File: src/rtl/demux_frame_serializer_if.sv
// Handshake and serial-output bundle for demux_frame_serializer.
//   master : upstream side, drives in_valid/in_addr/in_data and observes the
//            serial outputs (used by the testbench).
//   slave  : the serializer itself.
// Signals:
//   in_valid/in_ready : word handshake; a word is accepted on a rising edge
//                       when both are high.
//   in_addr           : destination channel 0..3.
//   in_data           : parallel word, shifted out MSB-first.
//   sel, din, frame, done : registered outputs toward the 1-to-4 demux.
interface demux_frame_serializer_if #(
    parameter int DATA_W = 8
) ();
    logic              in_valid;
    logic              in_ready;
    logic [1:0]        in_addr;
    logic [DATA_W-1:0] in_data;
    logic [1:0]        sel;
    logic              din;
    logic              frame;
    logic              done;

    modport master (
        output in_valid, in_addr, in_data,
        input  in_ready, sel, din, frame, done
    );

    modport slave (
        input  in_valid, in_addr, in_data,
        output in_ready, sel, din, frame, done
    );
endinterface

File: src/rtl/demux_frame_serializer.sv
// Upstream driver for a 1-to-4 serial demultiplexer.
// Accepts a word plus a 2-bit channel over valid/ready, holds sel for the
// whole frame and shifts the word out MSB-first on din with a frame strobe,
// followed by a one-cycle done pulse and GAP_CYCLES idle cycles.
// Ports:
//   clk  : system clock, rising edge.
//   rst  : asynchronous, active-high reset.
//   bus  : slave side of demux_frame_serializer_if (handshake + outputs).
module demux_frame_serializer #(
    parameter int DATA_W     = 8,
    parameter int GAP_CYCLES = 1
) (
    input  logic                     clk,
    input  logic                     rst,
    demux_frame_serializer_if.slave  bus
);
    localparam int CW = (DATA_W > 2) ? $clog2(DATA_W) : 1;

    typedef enum logic [1:0] {IDLE, SHIFT, GAP} state_t;

    state_t            state, state_n;
    logic [DATA_W-1:0] sr, sr_n;
    logic [CW-1:0]     bcnt, bcnt_n;
    logic [3:0]        gcnt, gcnt_n;
    logic [1:0]        sel_q, sel_n;
    logic              din_q, din_n;
    logic              frame_q, frame_n;
    logic              done_q, done_n;

    assign bus.in_ready = (state == IDLE) && !rst;
    assign bus.sel      = sel_q;
    assign bus.din      = din_q;
    assign bus.frame    = frame_q;
    assign bus.done     = done_q;

    always_ff @(posedge clk or posedge rst) begin
        if (rst) begin
            state   <= IDLE;
            sr      <= '0;
            bcnt    <= '0;
            gcnt    <= '0;
            sel_q   <= '0;
            din_q   <= 1'b0;
            frame_q <= 1'b0;
            done_q  <= 1'b0;
        end else begin
            state   <= state_n;
            sr      <= sr_n;
            bcnt    <= bcnt_n;
            gcnt    <= gcnt_n;
            sel_q   <= sel_n;
            din_q   <= din_n;
            frame_q <= frame_n;
            done_q  <= done_n;
        end
    end

    // Outputs are registered, so each branch computes what the pins must
    // show during the *next* cycle. din always mirrors the next shift
    // register MSB while a frame is on the line.
    always_comb begin
        state_n = state;
        sr_n    = sr;
        bcnt_n  = bcnt;
        gcnt_n  = gcnt;
        sel_n   = sel_q;
        din_n   = 1'b0;
        frame_n = 1'b0;
        done_n  = 1'b0;
        case (state)
            IDLE: begin
                if (bus.in_valid) begin
                    sr_n    = bus.in_data;
                    sel_n   = bus.in_addr;
                    bcnt_n  = CW'(DATA_W - 1);
                    din_n   = bus.in_data[DATA_W-1];
                    frame_n = 1'b1;
                    state_n = SHIFT;
                end
            end
            SHIFT: begin
                sr_n = sr << 1;
                if (bcnt == '0) begin
                    // Last bit has been on the line: close the frame.
                    done_n  = 1'b1;
                    gcnt_n  = 4'(GAP_CYCLES - 1);
                    state_n = GAP;
                end else begin
                    bcnt_n  = bcnt - CW'(1);
                    din_n   = sr_n[DATA_W-1];
                    frame_n = 1'b1;
                end
            end
            GAP: begin
                if (gcnt == 4'd0) state_n = IDLE;
                else              gcnt_n  = gcnt - 4'd1;
            end
            default: state_n = IDLE;
        endcase
    end
endmodule

File: src/flat_wrapper.sv
// flat-port wrapper written by rule: the top's interface ports become plain ports
module demux_frame_serializer_flat 
#(
    parameter int DATA_W     = 8,
    parameter int GAP_CYCLES = 1
)
  (clk, rst, bus_in_valid, bus_in_addr, bus_in_data, bus_in_ready, bus_sel, bus_din, bus_frame, bus_done);
  demux_frame_serializer_if #(.DATA_W(DATA_W)) bus_i ();
  input  logic clk;
  input  logic rst;
  input wire logic [$bits(bus_i.in_valid)-1:0] bus_in_valid;
  input wire logic [$bits(bus_i.in_addr)-1:0] bus_in_addr;
  input wire logic [$bits(bus_i.in_data)-1:0] bus_in_data;
  output wire logic [$bits(bus_i.in_ready)-1:0] bus_in_ready;
  output wire logic [$bits(bus_i.sel)-1:0] bus_sel;
  output wire logic [$bits(bus_i.din)-1:0] bus_din;
  output wire logic [$bits(bus_i.frame)-1:0] bus_frame;
  output wire logic [$bits(bus_i.done)-1:0] bus_done;
  assign bus_i.in_valid = bus_in_valid;
  assign bus_i.in_addr = bus_in_addr;
  assign bus_i.in_data = bus_in_data;
  assign bus_in_ready = bus_i.in_ready;
  assign bus_sel = bus_i.sel;
  assign bus_din = bus_i.din;
  assign bus_frame = bus_i.frame;
  assign bus_done = bus_i.done;
  demux_frame_serializer #(.DATA_W(DATA_W), .GAP_CYCLES(GAP_CYCLES)) u_core (.clk(clk), .rst(rst), .bus(bus_i));
endmodule
File: config.mk
export PLATFORM = sky130hd
export DESIGN_NAME = demux_frame_serializer_flat
export DESIGN_NICKNAME = d
export VERILOG_FILES = /design/src/rtl/demux_frame_serializer_if.sv /design/src/rtl/demux_frame_serializer.sv /design/src/flat_wrapper.sv
export SDC_FILE = /design/constraint.sdc
export NUM_CORES = 1
export LEC_CHECK = 0
export CAP_MARGIN = 10
export CORE_MARGIN = 1.5
export CORE_UTILIZATION = 50
export CTS_CLUSTER_SIZE = 24
export DETAILED_ROUTE_END_ITERATION = 8
export PLACE_DENSITY = 0.76
export SLEW_MARGIN = 15
export SYNTH_ARGS = -nofsm -noshare
export SYNTH_HDL_FRONTEND = slang
export SYNTH_SLANG_ARGS = --single-unit
File: constraint.sdc
create_clock -name clk -period 2.15 [get_ports clk]
set_clock_uncertainty 0.15 [all_clocks]
set_input_delay 0.43 -clock clk [delete_from_list [all_inputs] [get_ports clk]]
set_output_delay 0.43 -clock clk [all_outputs]
set_load 0.005 [all_outputs]
## Word-level counts from Yosys, hierarchy flattened

Cells that the tools add are included.

- $add $sub $neg: 2
- Equal/unequal tests: 7
- Mux-type cells: 20
- Reductions and logical operators: 12

Operator list:

| cell | count |
|---|---|
| case mux 7 bit (2 select lines) | 1 |
| AND reduction 3 bit | 3 |
| two-way mux 4 bit | 2 |
| case mux 4 bit (2 select lines) | 1 |
| two-way mux 7 bit | 1 |
| two-way mux 1 bit | 6 |
| two-way mux 2 bit | 3 |
| two-way mux 3 bit | 2 |
| inequality test 2 bit, second input constant | 3 |
| case mux 2 bit (3 select lines) | 1 |
| case mux 3 bit (2 select lines) | 1 |
| logical NOT 4 bit | 1 |
| inequality test 2 x 1 -> 1 bit, second input constant | 2 |
| case mux 1 bit (2 select lines) | 2 |
| AND reduction 2 bit | 2 |
| nonzero test 2 bit | 2 |
| subtractor 4 x 1 -> 4 bit, second input constant | 1 |
| logical NOT 3 bit | 1 |
| subtractor 3 x 1 -> 3 bit, second input constant | 1 |
| == test 2 x 1 -> 1 bit, second input constant | 1 |
| == test 2 bit, second input constant | 1 |
| logical NOT 2 bit | 1 |
| logical AND 1 bit | 1 |
| logical NOT 1 bit | 1 |

- Register bits: 21
- Output and inout bits: 6
- Logic and storage cells: 49

## Longest topological paths before layout

Gate-level depths: netlist of the first run.

- Depth after elaboration: 3
- Mapped depth: 7

## Worst setup path after synthesis of the first run

No wires, ideal clock.

- Path type: flip-flop to output port
- From: register u_core.state[0]
- To: output bus_in_ready
- Data arrival time: 1.115 ns
- Required time: 1.570 ns
- Setup slack: 0.455 ns
- Cell stages (with the launch flop): 5
- Path buffers: 1
- Path through: dfrtp_1 -> inv_1 -> ha_1 -> clkbuf_1 -> nor2b_1

- Longest elaborated chain between the ends: 2

Ends and longest elaborated chain:

| element | line | source |
|---|---|---|
| start: declaration | demux_frame_serializer.sv:21 | `state_t state, state_n;` |
| start signal: assignment | demux_frame_serializer.sv:47 | `state <= state_n;` |
| logical NOT 2 bit | demux_frame_serializer.sv:30 | `assign bus.in_ready = (state == IDLE) && !rst;` |
| logical AND 1 bit | demux_frame_serializer.sv:30 |  |
| end: declaration | flat_wrapper.sv:14 | `output wire logic [$bits(bus_i.in_ready)-1:0] bus_in_ready;` |

No other way between the ends.

## Final worst setup path of the first run

Same ends and word-level chain as after synthesis.

==> run metrics, run 1 <==
outcome completed; Layout area overhead 24.19%; sequential share of power 38.0%; DP Cell Count 170; met2 routed WL 1246 um; Iteration-0 DRC Markers 15; Final setup viols 0; Max Cap Violations 0; clk sinks 21; Cell variety after synth 32; Port Buffers 18; Post-Syn Nets 142; GRT Util Overall 20.63%; DR WL met3 44 um; register area share after synthesis 45.55%; most frequent cells in the layout dfrtp_1 (21), clkdlybuf4s50_1 (17), nor2b_1 (11), o21ai_1 (10), a21oi_1 (10); Max Clock Freq 533.2 MHz; core region area 2191 um2; worst setup path class flop to output port; die height 51.04 um; hold crit path type input port to asynchronous set/reset pin; Sw Share 39.18%; Final ANT Viol Nets 0; slew of the pin with the lowest slew margin 0.3312 ns; setup_tns 0 ns; Internal 966.6 uW; post-route cell area 1433 um2; worst skew pair latency 0.31 ns; ys flop type dfrtp_1; R2R setup slack 0.34 ns; layout cells sized above 1 12.84%; Met1 Wirelength 1103 um; Ys Warns 0; num ports 19; slew margin rel. 77.69%; post-synthesis async set-or-reset flop share 100.0%; endpoint class of the critical path output port; Max rail drop VDD 798.0 uV; vias in the first global route 978; num rows 17; register bit total from synthesis 21; vias 1003; crit path setup slack, layout 0.2744 ns; CTS clk-pin slew, worst paths 0.13 ns; Vias/cell 5.699; RSZ-0062 raised after global routing false; WL per Instance 13.60 um; total gr overflow 0; Post-Syn Area 1154 um2; Tcrit/Tclk final 87.24%; combinational share of power 49.9%; P per Cell Area 1109 nW/um2; Post-Route Utilization 65.39%; root buf cell clkbuf_4; cts bufs inserted 3; Pleak 0.6193 nW; Synth Instances 123; gpl congestion 0.7379; Setup crit start u_core.state[0]; Hold Fails Final Rpt 0; fillcell total 178; Avg Synthesized Cell Area 9.379 um2; Die ar. 2605 um2; cts-stage hold buffer count 0; initial antenna violation count 0; Arrival @ worst endpoint 1.30 ns; pin count of the biggest net entering global routing 22; first-pass GRT wire length 4133 um; final std cells w/o fill 176; Routed WL 2394 um; highest routed layer met3; Clock Power Share 12.1%; Die X 51.04 um; commonest non-fill, non-tap cell in the layout dfrtp_1; CTS tree yes; post-route minimum period 1.876 ns; reg-to-reg startpoint u_core.bcnt[0]; Max H-tree Level 1; Crit Path Max Fanout 2; NetSw 622.6 uW; pre-CTS setup slack 0.09961 ns; Starting Density 52.66%; Clock Path Buffers 2; EDFF count, synth 0; # diodes 0; drt pass-1 iters 4; final-report max-slew violation count 0; # DRC 0; CP Data Required Time 1.57 ns; Startpoint Class flop; post-DP HPWL 1777 um; Area after DPL 1391 um2; nets@finish 168
worst paths after layout:
path / depth (start not counted) / endpoint
setup / recovery: 4 / bus_in_ready
hold / removal: 3 / u_core.sr[4]
setup reg to reg: 6 / u_core.gcnt[3]
hold reg to reg: 1 / u_core.gcnt[0]
max in group asynchronous: 3 / u_core.bcnt[1]
min in group clk: 1 / u_core.gcnt[0]
power by group through the flow:
stage	logic, mW	registers, mW	clock network (mW)
after floorplan	0.522	0.601	0
after global placement	0.741	0.607	0
after detailed placement	0.775	0.615	0
after CTS	0.792	0.602	0.200
after global routing	0.893	0.618	0.211
final	0.793	0.604	0.193
synthesized netlist by cell type, types with 2 or more instances:
library cell  instances  area (um2)
a21oi_1              10       50.05
a22oi_1               6       45.04
a31oi_1               4       25.02
and2_1                2       12.51
buf_2                 3       15.01
clkbuf_1              2       7.510
dfrtp_1              21       525.5
ha_1                  6       75.07
inv_1                 8       30.03
mux2_2                2       22.52
nand2_1               7       26.28
nand2b_1              3       18.77
nand3_1               4       20.02
nor2_1                5       18.77
nor2b_1              11       68.82
o21ai_0               3       15.01
o21ai_1              10       50.05
o31ai_1               2       15.01
cell families after synthesis:
logic type | Yosys count | synth area share (%)
AOI/OAI and AO/OA | 41 | 21.91
adders and majority gates | 6 | 6.507
buffers and inverters | 15 | 5.531
DFF | 21 | 45.55
muxes | 2 | 1.952
and+or+nand+nor | 38 | 18.55
layer usage:
metal	global-route usage, %	vias up
met1	26.57	505
met5	0	-
met4	4.054	0
li1	-	486
met3	2.632	0
met2	37.01	12
flip-flops by register name, summed over array words and instances (netlist names):
register / cells
u_core.bus.sel: 2
u_core.bcnt: 3
u_core.bus.frame: 1
u_core.sr: 7
u_core.gcnt: 4
u_core.state: 2
u_core.bus.din: 1
u_core.bus.done: 1
final cells by class:
type | count | area, um2 | share of cell area, %
clock buffer | 3 | 22.52 | 1.572
multi-input combinational | 87 | 564.3 | 39.39
tap | 28 | 35.03 | 2.445
clock inverter | 1 | 5.005 | 0.3493
inverter | 9 | 33.78 | 2.358
sequential | 21 | 525.5 | 36.68
timing repair buffer | 27 | 246.5 | 17.21
per-stage QoR:
stage | power [mW] | hold slack, ns
2_1_floorplan | 1.123 | 0.2565
3_3_place_gp | 1.348 | 0.3344
3_5_place_dp | 1.390 | 0.3464
4_1_cts | 1.594 | 0.3385
5_1_grt | 1.722 | 0.3617
6_report | 1.589 | 0.3260
timing repair:
item | CTS | global route
setup buffers | 2 | 0
resized for setup | 1 | 0
setup endpoints to repair | 1 | 0
endpoints found under the hold margin | 0 | 0
worst max-delay path, cell delays in order, from the launching register on:
cell	delay, ns
dfrtp_1	0.37
inv_1	0.06
ha_1	0.20
nor2b_1	0.12
dlygate4sd2_1	0.25
Power figures use the tool's default switching activity.
==> run 2, diff against run 1 <==
--- a/config.mk
+++ b/config.mk
@@ -5,6 +5,7 @@
 export SDC_FILE = /design/constraint.sdc
 export NUM_CORES = 1
 export LEC_CHECK = 0
+export ABC_AREA = 1
 export CAP_MARGIN = 10
 export CORE_MARGIN = 1.5
 export CORE_UTILIZATION = 50
==> run 2 against run 1 <==
Against the previous run:
- highest routed layer is now met4
- power increased by 13%
- clock-buffer cell count unchanged
- synthesized area decreased by 4.8%
- largest cell class is now registers
- critical path type unchanged
- combinational power increased by 19%
- synthesized cell count increased by 8.9%
- setup slack got worse by 0.056 ns
==> run metrics, run 2 <==
post-route minimum period 1.931 ns (+0.05556 ns); worst skew pair latency 0.32 ns (about the same); cts-stage hold buffer count 0 (unchanged); P per Cell Area 1320 nW/um2 (+19%); total gr overflow 0 (unchanged); EDFF count, synth 0 (unchanged); top cells by count, synth nand2_1 (37), dfrtp_1 (21), inv_1 (21), nor2_1 (11), o21ai_0 (8); crit path cell chain inv_2 -> ha_4 -> inv_1 -> nor2_1 -> dlygate4sd2_1; post-synth top area share 47.84% (+2.3 points); Crit-path slowest cell dfrtp_1; Final setup viols 0 (unchanged); commonest non-fill, non-tap cell in the layout nand2_1; first-pass GRT wire length 3746 um (-9.4%); post-DP HPWL 1557 um (-12%); # DRC 0 (unchanged); cts bufs inserted 3 (unchanged); Port Buffers 18 (unchanged); vias in the first global route 874 (-11%); Ys Warns 0 (unchanged); layout cells sized above 1 10.19% (-2.6 points); R2R setup slack 0.33 ns (about the same); drt pass-1 iters 4 (unchanged); CP top delay family flip-flops; Avg Synthesized Cell Area 8.198 um2 (-13%); ys flop type dfrtp_1; GRT Util Overall 20.31% (-0.32 points); Iteration-0 DRC Markers 11 (-4); Routed WL 2212 um (-7.6%); post-synthesis async set-or-reset flop share 100.0% (unchanged); nets@finish 177 (+5.4%); outcome completed; Arrival @ worst endpoint 1.35 ns (+0.05 ns); most frequent cells in the layout nand2_1 (37), dfrtp_1 (21), inv_1 (19), clkdlybuf4s50_1 (17), nor2_1 (11); Max H-tree Level 1 (unchanged); Die X 49.88 um (-2.3%); Die ar. 2488 um2 (-4.5%); pin count of the biggest net entering global routing 22 (unchanged); sequential share of power 36.2% (-1.8 points); Post-Route Utilization 67.14% (+1.7 points); register area share after synthesis 47.84% (+2.3 points); Max Cap Violations 0 (unchanged); WL per Instance 12.02 um (-12%); max FFs per register 7 (unchanged); critical path's largest stage delay 0.42 ns (+0.05 ns); Sw Share 42.60% (+3.4 points); register bit total from synthesis 21 (unchanged); Layout area overhead 23.58%; Hold Fails Final Rpt 0 (unchanged); die height 49.88 um (-2.3%); Startpoint Class flop; Clock Path Buffers 2 (unchanged); Synth Instances 134 (+8.9%); # diodes 0 (unchanged); slew margin rel. 76.25% (-1.4 points); Reg with most FFs u_core.sr; Post-Syn Area 1099 um2 (-4.8%); CTS tree yes; Tcrit/Tclk final 89.82% (+2.6 points); Pwr Total 1.793 mW (+13%); endpoint class of the critical path output port; Crit Path Max Fanout 3 (+1); num rows 16 (-1); Yosys top cell by area dfrtp_1; most frequent cell after synthesis nand2_1; root buf cell clkbuf_4; area taken by multi-input logic gates 479.2 um2 (-15%); Starting Density 54.33% (+1.7 points); num ports 19 (unchanged); Reg area 525.5 um2 (unchanged); Max Clock Freq 517.8 MHz (-2.9%); Max rail drop VDD 718.6 uV (-9.9%); combinational share of power 52.7% (+2.8 points); worst setup path class flop to output port; NetSw 763.6 uW (+23%); initial antenna violation count 0 (unchanged); hold crit path type input port to asynchronous set/reset pin; clk sinks 21 (unchanged); final-report max-slew violation count 0 (unchanged); vias 920 (-8.3%); RSZ-0062 raised after global routing false; Final ANT Viol Nets 0 (unchanged); top flop regs u_core.sr: 7 flops, u_core.gcnt: 4 flops, u_core.bcnt: 3 flops; Fin Hold WS 0.3013 ns (-0.02472 ns); ranking of synthesized cells by area dfrtp_1 (48%), nand2_1 (13%), inv_1 (7.2%); Post-Syn Nets 153 (+7.7%); Pleak 0.6869 nW (+11%); setup_tns 0 ns (unchanged); Vias/cell 5.000 (-12%); Crit path buffers/inverters 3 (+1); core region area 2022 um2 (-7.7%); Cell variety after synth 20 (-38%); gpl congestion 0.7984 (+8.2%); fillcell total 173 (-2.8%); CTS clk-pin slew, worst paths 0.12 ns (about the same); Internal 1.029 mW (+6.5%); CP Data Required Time 1.57 ns (about the same); Clock Power Share 11.1% (-1.0 points); slew of the pin with the lowest slew margin 0.3549 ns (+0.02377 ns)
## run 2: changes by cell type after synthesis, sizes merged, moves of 3 or more
cell,previous run,this run
nand2b,4,0
nor2,6,11
a31oi,4,0
o21ai,13,10
nor2b,11,0
a22oi,6,0
o211ai,1,6
nand3,4,7
a21oi,10,3
inv,9,22
nand2,7,40
## run 2: path summary, 6_finish.rpt
path                                         from                 to  cells after the start
worst max-delay path              u_core.state[0]       bus_in_ready                      5
worst min-delay path                          rst    u_core.bus.done                      3
worst max register to register    u_core.state[0]     u_core.bcnt[1]                      7
worst min register to register  u_core.bus.sel[1]  u_core.bus.sel[1]                      2
max in group asynchronous                     rst  u_core.bus.sel[1]                      3
min in group clk                u_core.bus.sel[1]  u_core.bus.sel[1]                      2
## run 2: layout make-up
cell class / count / share of cell area [%]
Clock buffer: 3 / 1.659
Clock inverter: 1 / 0.3687
Inverter: 22 / 6.083
Multi-Input combinational cell: 88 / 35.30
Sequential cell: 21 / 38.71
Tap cell: 27 / 2.488
Timing Repair Buffer: 22 / 15.39
## run 2: repair_timing
action | in CTS | in global routing
setup buffers | 2 | 0
endpoints found under the setup margin | 1 | 0
resized for setup | 5 | 0
## run 2: routing by layer
layer	share of wire, %	track usage, %
met5	0	0
met2	49	36.22
met3	3.6	2.727
met4	3.0	10.19
met1	44	23.66
## run 2: kinds of logic (layout without fill, tap and decap cells)
group | after synthesis | after routing | share of synthesized area, %
xor gates and xnor gates | 2 | 2 | 1.595
DFF | 21 | 21 | 47.84
buffers and inverters | 25 | 48 | 9.681
AOI/OAI and AO/OA | 19 | 19 | 11.05
and+or+nand+nor | 61 | 61 | 23.01
adders and majority gates | 6 | 6 | 6.834
## run 2: power by group through the flow
stage	Clock [mW]	Sequential, mW	Combinational, mW
3_3_place_gp	0	0.652	0.838
4_1_cts	0.198	0.647	0.942
5_1_grt	0.218	0.667	1.06
6_report	0.198	0.649	0.945
2_1_floorplan	0	0.645	0.652
3_5_place_dp	0	0.657	0.883
## run 2: stage by stage
step / setup WS, ns / cell area (um2) / instances
3_5_place_dp: 0.1014 / 1304 / 178
3_3_place_gp: 0.1223 / 1304 / 178
6_report: 0.2189 / 1358 / 184
2_1_floorplan: 0.7208 / 1099 / 134
5_1_grt: 0.1465 / 1358 / 184
4_1_cts: 0.2257 / 1358 / 184
## run 2: worst min-delay path, cell delays in order
cell	delay (ns)
clkdlybuf4s50_1	0.41
inv_1	0.06
buf_4	0.27
